===== src/rtl/lzd_norm_arbiter_if.sv =====
// rtl/lzd_norm_arbiter_if.sv - requester and response channels of lzd_norm_arbiter
//
// Groups the two requester handshakes (req/data/gnt) and the normalized
// response channel (valid/ready plus payload).
//   master : requester/consumer side (drives req*, data*, resp_ready)
//   slave  : lzd_norm_arbiter side (drives gnt*, resp_*)
interface lzd_norm_arbiter_if #(
    parameter int DATA_W = 8,
    parameter int CNT_W  = 4
);
    logic              req0;
    logic [DATA_W-1:0] data0;
    logic              gnt0;
    logic              req1;
    logic [DATA_W-1:0] data1;
    logic              gnt1;
    logic              resp_valid;
    logic              resp_ready;
    logic              resp_id;
    logic [DATA_W-1:0] resp_norm;
    logic [CNT_W-1:0]  resp_shift;
    logic              resp_zero;

    modport master (
        output req0, data0, req1, data1, resp_ready,
        input  gnt0, gnt1, resp_valid, resp_id, resp_norm, resp_shift, resp_zero
    );

    modport slave (
        input  req0, data0, req1, data1, resp_ready,
        output gnt0, gnt1, resp_valid, resp_id, resp_norm, resp_shift, resp_zero
    );
endinterface


===== src/rtl/lzd_norm_arbiter.sv =====
// rtl/lzd_norm_arbiter.sv - round-robin sharing of one LZD and operand normalization
//
// Accepts one operand at a time from two requesters (round-robin when both
// ask), runs it through an external leading-zero detector, left-shifts it by
// the detected count and presents normalized value, shift and zero flag.
// Ports:
//   clk      rising-edge clock
//   rst      synchronous active-high reset
//   bus      lzd_norm_arbiter_if.slave: req/data/gnt x2, response channel
//   lzd_in   operand driven to the external LZD (0 outside DETECT)
//   lzd_out  leading-zero count returned by the LZD (values > DATA_W clamp)
//   busy     high whenever an operand is in flight
module lzd_norm_arbiter #(
    parameter int DATA_W = 8,
    parameter int CNT_W  = 4
) (
    input  logic                 clk,
    input  logic                 rst,
    lzd_norm_arbiter_if.slave    bus,
    output logic [DATA_W-1:0]    lzd_in,
    input  logic [CNT_W-1:0]     lzd_out,
    output logic                 busy
);

    typedef enum logic [1:0] {
        IDLE   = 2'd0,
        DETECT = 2'd1,
        NORM   = 2'd2,
        DONE   = 2'd3
    } state_t;

    localparam logic [CNT_W-1:0] CNT_MAX = CNT_W'(DATA_W);

    state_t            state_q;
    state_t            state_d;
    logic [DATA_W-1:0] op_reg;
    logic [CNT_W-1:0]  cnt_reg;
    logic              zero_reg;
    logic              id_reg;
    logic              prio;

    logic              any_req;
    logic              win_id;
    logic [DATA_W-1:0] win_data;
    logic [CNT_W-1:0]  cnt_in;
    logic              gnt0;
    logic              gnt1;
    logic              resp_valid;

    assign any_req  = bus.req0 | bus.req1;
    // A lone requester wins outright; prio only breaks ties.
    assign win_id   = (bus.req0 && bus.req1) ? prio : bus.req1;
    assign win_data = win_id ? bus.data1 : bus.data0;
    // A misbehaving LZD reporting more than DATA_W zeros is treated as all-zero.
    assign cnt_in   = (lzd_out > CNT_MAX) ? CNT_MAX : lzd_out;

    always_comb begin
        state_d    = state_q;
        gnt0       = 1'b0;
        gnt1       = 1'b0;
        lzd_in     = '0;
        resp_valid = 1'b0;
        case (state_q)
            IDLE: begin
                // Grants are suppressed during reset so nothing is handed
                // off on an edge that will discard it.
                if (!rst && any_req) begin
                    gnt0    = ~win_id;
                    gnt1    = win_id;
                    state_d = DETECT;
                end
            end
            DETECT: begin
                lzd_in  = op_reg;
                state_d = NORM;
            end
            NORM: begin
                state_d = DONE;
            end
            DONE: begin
                resp_valid = 1'b1;
                if (bus.resp_ready) begin
                    state_d = IDLE;
                end
            end
            default: state_d = IDLE;
        endcase
    end

    always_ff @(posedge clk) begin
        if (rst) begin
            state_q  <= IDLE;
            op_reg   <= '0;
            cnt_reg  <= '0;
            zero_reg <= 1'b0;
            id_reg   <= 1'b0;
            prio     <= 1'b0;
        end else begin
            state_q <= state_d;
            case (state_q)
                IDLE: begin
                    if (any_req) begin
                        op_reg <= win_data;
                        id_reg <= win_id;
                    end
                end
                DETECT: begin
                    cnt_reg <= cnt_in;
                end
                NORM: begin
                    // A full-width count means the operand was zero; shift
                    // result is forced to 0 rather than relying on shift
                    // overflow semantics.
                    if (cnt_reg >= CNT_MAX) begin
                        op_reg <= '0;
                    end else begin
                        op_reg <= op_reg << cnt_reg;
                    end
                    zero_reg <= (cnt_reg == CNT_MAX);
                end
                DONE: begin
                    if (bus.resp_ready) begin
                        prio <= ~id_reg;
                    end
                end
                default: ;
            endcase
        end
    end

    assign bus.gnt0       = gnt0;
    assign bus.gnt1       = gnt1;
    assign bus.resp_valid = resp_valid;
    // Payload is exposed only in DONE so idle outputs read as zero.
    assign bus.resp_id    = resp_valid ? id_reg   : 1'b0;
    assign bus.resp_norm  = resp_valid ? op_reg   : '0;
    assign bus.resp_shift = resp_valid ? cnt_reg  : '0;
    assign bus.resp_zero  = resp_valid ? zero_reg : 1'b0;
    assign busy           = (state_q != IDLE);

endmodule


===== src/flat_wrapper.sv =====
// flat-port wrapper written by rule: the top's interface ports become plain ports
module lzd_norm_arbiter_flat 
#(
    parameter int DATA_W = 8,
    parameter int CNT_W  = 4
)
  (clk, rst, lzd_in, lzd_out, busy, bus_req0, bus_data0, bus_req1, bus_data1, bus_resp_ready, bus_gnt0, bus_gnt1, bus_resp_valid, bus_resp_id, bus_resp_norm, bus_resp_shift, bus_resp_zero);
  lzd_norm_arbiter_if #(.DATA_W(DATA_W), .CNT_W(CNT_W)) bus_i ();
  input  logic clk;
  input  logic rst;
  output logic [DATA_W-1:0] lzd_in;
  input  logic [CNT_W-1:0] lzd_out;
  output logic busy;
  input wire logic [$bits(bus_i.req0)-1:0] bus_req0;
  input wire logic [$bits(bus_i.data0)-1:0] bus_data0;
  input wire logic [$bits(bus_i.req1)-1:0] bus_req1;
  input wire logic [$bits(bus_i.data1)-1:0] bus_data1;
  input wire logic [$bits(bus_i.resp_ready)-1:0] bus_resp_ready;
  output wire logic [$bits(bus_i.gnt0)-1:0] bus_gnt0;
  output wire logic [$bits(bus_i.gnt1)-1:0] bus_gnt1;
  output wire logic [$bits(bus_i.resp_valid)-1:0] bus_resp_valid;
  output wire logic [$bits(bus_i.resp_id)-1:0] bus_resp_id;
  output wire logic [$bits(bus_i.resp_norm)-1:0] bus_resp_norm;
  output wire logic [$bits(bus_i.resp_shift)-1:0] bus_resp_shift;
  output wire logic [$bits(bus_i.resp_zero)-1:0] bus_resp_zero;
  assign bus_i.req0 = bus_req0;
  assign bus_i.data0 = bus_data0;
  assign bus_i.req1 = bus_req1;
  assign bus_i.data1 = bus_data1;
  assign bus_i.resp_ready = bus_resp_ready;
  assign bus_gnt0 = bus_i.gnt0;
  assign bus_gnt1 = bus_i.gnt1;
  assign bus_resp_valid = bus_i.resp_valid;
  assign bus_resp_id = bus_i.resp_id;
  assign bus_resp_norm = bus_i.resp_norm;
  assign bus_resp_shift = bus_i.resp_shift;
  assign bus_resp_zero = bus_i.resp_zero;
  lzd_norm_arbiter #(.DATA_W(DATA_W), .CNT_W(CNT_W)) u_core (.clk(clk), .rst(rst), .bus(bus_i), .lzd_in(lzd_in), .lzd_out(lzd_out), .busy(busy));
endmodule

===== config.mk =====
export PLATFORM = sky130hd
export DESIGN_NAME = lzd_norm_arbiter_flat
export DESIGN_NICKNAME = d
export VERILOG_FILES = /design/src/rtl/lzd_norm_arbiter_if.sv /design/src/rtl/lzd_norm_arbiter.sv /design/src/flat_wrapper.sv
export SDC_FILE = /design/constraint.sdc
export NUM_CORES = 1
export LEC_CHECK = 0
export CELL_PAD_IN_SITES_DETAIL_PLACEMENT = 0
export CELL_PAD_IN_SITES_GLOBAL_PLACEMENT = 1
export CORE_MARGIN = 1.5
export CORE_UTILIZATION = 31
export DETAILED_ROUTE_END_ITERATION = 10
export PLACE_DENSITY_LB_ADDON = 0.1
export SLEW_MARGIN = 20
export SYNTH_ARGS = -nofsm -noshare
export SYNTH_HDL_FRONTEND = slang
export SYNTH_SLANG_ARGS = --single-unit

===== constraint.sdc =====
create_clock -name clk -period 1.9 [get_ports clk]
set_input_delay 0.57 -clock clk [delete_from_list [all_inputs] [get_ports clk]]
set_output_delay 0.57 -clock clk [all_outputs]
set_load 0.02 [all_outputs]

Word-level counts from Yosys, hierarchy flattened
Index checks and enable logic that the tools add are counted.
- register bits: 17
- order comparisons: 2
- eq/ne operators: 7
- shift operators: 1
- muxes and demuxes: 19
- bitwise logic cells: 3
- reduce and logical (&&, ||, !) cells: 10
- operators by type and width (operator ; count):
    8-bit 2-to-1 mux ; 5
    8-bit case mux with 2 select lines ; 1
    1-bit 2-to-1 mux ; 8
    4-bit 2-to-1 mux ; 2
    2-bit case mux with 4 select lines ; 1
    2-bit AND reduction ; 4
    8-bit by 4-bit left shift with 8-bit output ; 1
    2-bit == test (second input constant) ; 2
    4-bit == test (second input constant) ; 1
    4-bit greater-or-equal comparator (second input constant) ; 1
    4-bit > comparator (second input constant) ; 1
    2-bit 2-to-1 mux ; 2
    2-bit by 1-bit inequality test with 1-bit output (second input constant) ; 2
    2-bit nonzero test ; 2
    2-bit by 1-bit == test with 1-bit output (second input constant) ; 1
    1-bit logical AND ; 2
    2-bit logical NOT ; 1
    2-bit inequality test (second input constant) ; 1
    1-bit inverter ; 2
    1-bit logical NOT ; 1
    1-bit bitwise OR ; 1

Logic depth before layout (Yosys ltp)
- depth in word-level cells: 5
- depth in mapped cells: 9
- mapped depth without buffers: 7

Worst setup path before layout
No wires, ideal clock.
- path type: reg-to-output
- start point: register u_core.state_q[0]
- end point: output port bus_gnt0
- arrival time: 1845 ps
- data required time: 1330 ps
- slack: -515 ps
- stages on the path, launching flop included: 5
- path buffers: 0
- path through: dfxtp_1 inv_1 ha_1 inv_1 a2111oi_0
- longest elaborated chain between the ends: 2
- ends and longest elaborated chain (item ; RTL line ; source):
    start, declared ; lzd_norm_arbiter.sv:34 ; state_t state_q;
    start signal, assigned ; lzd_norm_arbiter.sv:99 ; state_q <= state_d;
    2-bit logical NOT ; lzd_norm_arbiter.sv:63 ; case (state_q)
    1-bit 2-to-1 mux ; lzd_norm_arbiter.sv:63 ;
    end, declared ; flat_wrapper.sv:19 ; output wire logic [$bits(bus_i.gnt0)-1:0] bus_gnt0;
Every way passes these cells.

Worst setup path after layout
- start point: register u_core.state_q[1]
- end point: output port bus_resp_norm[3]
- longest elaborated chain between the ends: 3
- ends and longest elaborated chain (item ; RTL line ; source):
    2-bit == test ; lzd_norm_arbiter.sv:63 ;
    1-bit 2-to-1 mux ; lzd_norm_arbiter.sv:63 ;
    8-bit 2-to-1 mux ; lzd_norm_arbiter.sv:136 ; assign bus.resp_norm = resp_valid ? op_reg : '0;
    end, declared ; flat_wrapper.sv:23 ; output wire logic [$bits(bus_i.resp_norm)-1:0] bus_resp_norm;
Every way passes these cells.

==> results.yml <==
clock_tree:
  htreeDepth: 1
  clockRootBuffer: "clkbuf_8"
  cts_tree: "built"
  numCtsBuffers: 3
  cts_buffer_depth: 2
  cts.sinks: 17
  path_clk_slew_ps: 70
  clkLatencyLatePin_ps: 260
route:
  wl_per_cell_microns: 14.4
  avgViaCountPerCell: 5.00
  drtAntennaViolNets: 0
  route.detailed.drc: 0
  vias: 1399
  drtIter0Drc: 64
  wirelength_microns: 4040
  dr.pass1.iters: 4
power:
  p_sw_frac: 0.419
  p_leak_nw: 0.947
  switching_power_mw: 1.14
  vdd_ir_drop_max_mv: 0.736
  p_comb_frac: 0.675
  power_density_nw_per_um2: 1210
  power_frac_seq: 0.223
  internal-power_mw: 1.59
  clockPowerShare: 0.102
setup_path:
  path_class: "reg2out"
  arrival_ps: 1360
  cp_slowest_cell: "dfxtp_4"
  cp_max_fo: 7
  cpMostUsedCell: "buf_6"
  end_kind: "output port"
  cp-start-kind: "register"
  cp.required_ps: 1330
  cp.buffers_inverters: 3
  cpPeakStageDelay_ps: 360
  cp_top_family: "buffers and inverters"
  crit_chain: "buf_6, ha_4, clkbuf_16, and2_4, buf_6"
place:
  dpl_cell_area_sq_um: 2070
  port_buffers: 50
  place_congestion: 0.839
  place_hpwl_microns: 3020
cells_and_area:
  diodes: 0
  fin_nets: 260
  drive_above_1_share: 0.465
  area_delta_synth_final_pct: 72.7
  fin_util: 0.563
  final_area_sq_um: 2270
  largest_reg_flops: 8
logic_synthesis:
  synth_edf_count: 0
  syn_inst: 154
  synth_cell_types: 37
  ys_ff_latch: 17
  yosysSeqAreaShare: 0.259
  synthFlopType: "dfxtp_1"
  synth_top_area_frac: 0.259
  yosys.area.top_type: "dfxtp_1"
  syn_avg_cell_area_sq_um: 8.52
  async_flop_share: 0
  yosys_warnings: 0
  syn_nets: 183
  syn_area_sq_um: 1310
  ys_top_cells_by_area: "dfxtp_1 (26%), and2_1 (10%), mux2i_1 (9.9%)"
min_path:
  hold_class: "reg2reg"
global_route:
  grt_pass1_wl_microns: 6530
  grt.overflow.total: 0
  antenna_found_initial: 0
  grt_pass1_vias: 1394
  grt_max_degree: 15
  grt.total_usage: 0.189
timing:
  rsz0062_at_grt: "yes"
  fmax_mhz: 519
  hold_slack_ps: 492
  tightest_slew_ps: 352
  max-slew-margin-rel: 0.764
  post-route-period-util: 1.01
  slew_viol_final: 0
  setup_viol: 7
  skew_ps: 5.26
  layout_setup_ws_ps: -25.4
  hold_viol_final: 0
  fin_crit_ps: 1930
die:
  die_area_sq_um: 4630
  initial_core_util: 0.326
  ios: 51
  core-area_sq_um: 4030
  die_h_microns: 68.1
  rows: 23
  die_x_microns: 68.1
run_status:
  status: "finished, violations left"
  violations: "setup timing"
run:
  max-cap-violations: 0
[worst paths after layout]
kind / startpoint / endpoint / slack [ps] / depth (start not counted)
max reg2reg: u_core.state_q[1] / u_core.state_q[0] / 180 / 9
max: u_core.state_q[1] / bus_resp_norm[3] / -30 / 5
min: u_core.op_reg[7] / u_core.op_reg[7] / 490 / 2
min reg2reg: u_core.op_reg[7] / u_core.op_reg[7] / 490 / 2
[power groups by stage]
stage	Clock (mW)	Combinational, mW	Sequential, mW
floorplan	0	0.958	0.572
global placement	0	1.68	0.579
detailed placement	0	1.70	0.583
CTS	0.288	1.76	0.592
global route	0.303	2.04	0.629
finish	0.279	1.85	0.608
[metal layers]
layer | vias to the layer above | wire length, microns | global-route usage
li1 | 698 | - | -
met1 | 659 | 1630 | 0.207
met2 | 38 | 2180 | 0.365
met3 | 4 | 189 | 0.0444
met4 | 0 | 28 | 0.0375
met5 | - | 0 | 0
[area by class of cell]
class                           instances  area [sq um]
Multi-Input combinational cell        120           991
Fill cell                             380          1760
Sequential cell                        17           348
Clock inverter                          1          5.00
Timing Repair Buffer                   84           798
Clock buffer                            3          41.3
Inverter                                5          21.3
Tap cell                               50          62.6
[synthesized netlist by cell type, types with 3 or more instances]
master,instances
dfxtp_1,17
o211ai_1,3
mux2_2,5
inv_1,4
nor2_1,18
clkbuf_1,6
buf_4,3
nand2_1,6
mux2i_1,13
nand2b_1,6
ha_1,4
a21oi_1,10
nand3b_1,4
and2_1,22
[metrics by stage]
stage          total power [mW]  TNS [ps]  worst slack, ps  instances
2_1_floorplan              1.53         0             22.7        154
3_3_place_gp               2.25     -8650             -742        273
3_5_place_dp               2.28     -9780             -810        273
4_1_cts                    2.64     -4.19            -4.19        277
5_1_grt                    2.97      -641             -102        280
6_report                   2.73     -91.4            -25.4        280
[what timing repair did]
action,in CTS,in global routing
resized for setup,151,42
cloned,0,1
pin swaps,3,7
setup buffers,1,2
hold buffers,0,0
endpoints found under the setup margin,34,22
[worst min-delay path: stages, from the launching register on]
cell and delay (ps):
dfxtp_1 330, nand2_1 60, a21oi_1 60
[cells in the final DEF, fill, tap and decap left out, drive strengths merged, types with 6 or more instances in the layout]
| cell | Yosys | routed |
|---|---|---|
| and2 | 22 | 22 |
| a21oi | 10 | 10 |
| dfxtp | 17 | 17 |
| nand2 | 6 | 6 |
| nand2b | 6 | 6 |
| nor2 | 18 | 18 |
| clkdlybuf4s50 | 0 | 21 |
| mux2i | 13 | 13 |
| buf | 6 | 59 |
[kinds of logic after synthesis]
group,share of synthesized area
simple gates,0.275
mux,0.159
compound gates,0.204
fa+ha+maj,0.0381
buf+inv,0.0648
flops,0.259
No activity file was read; power rests on OpenSTA's default activity.
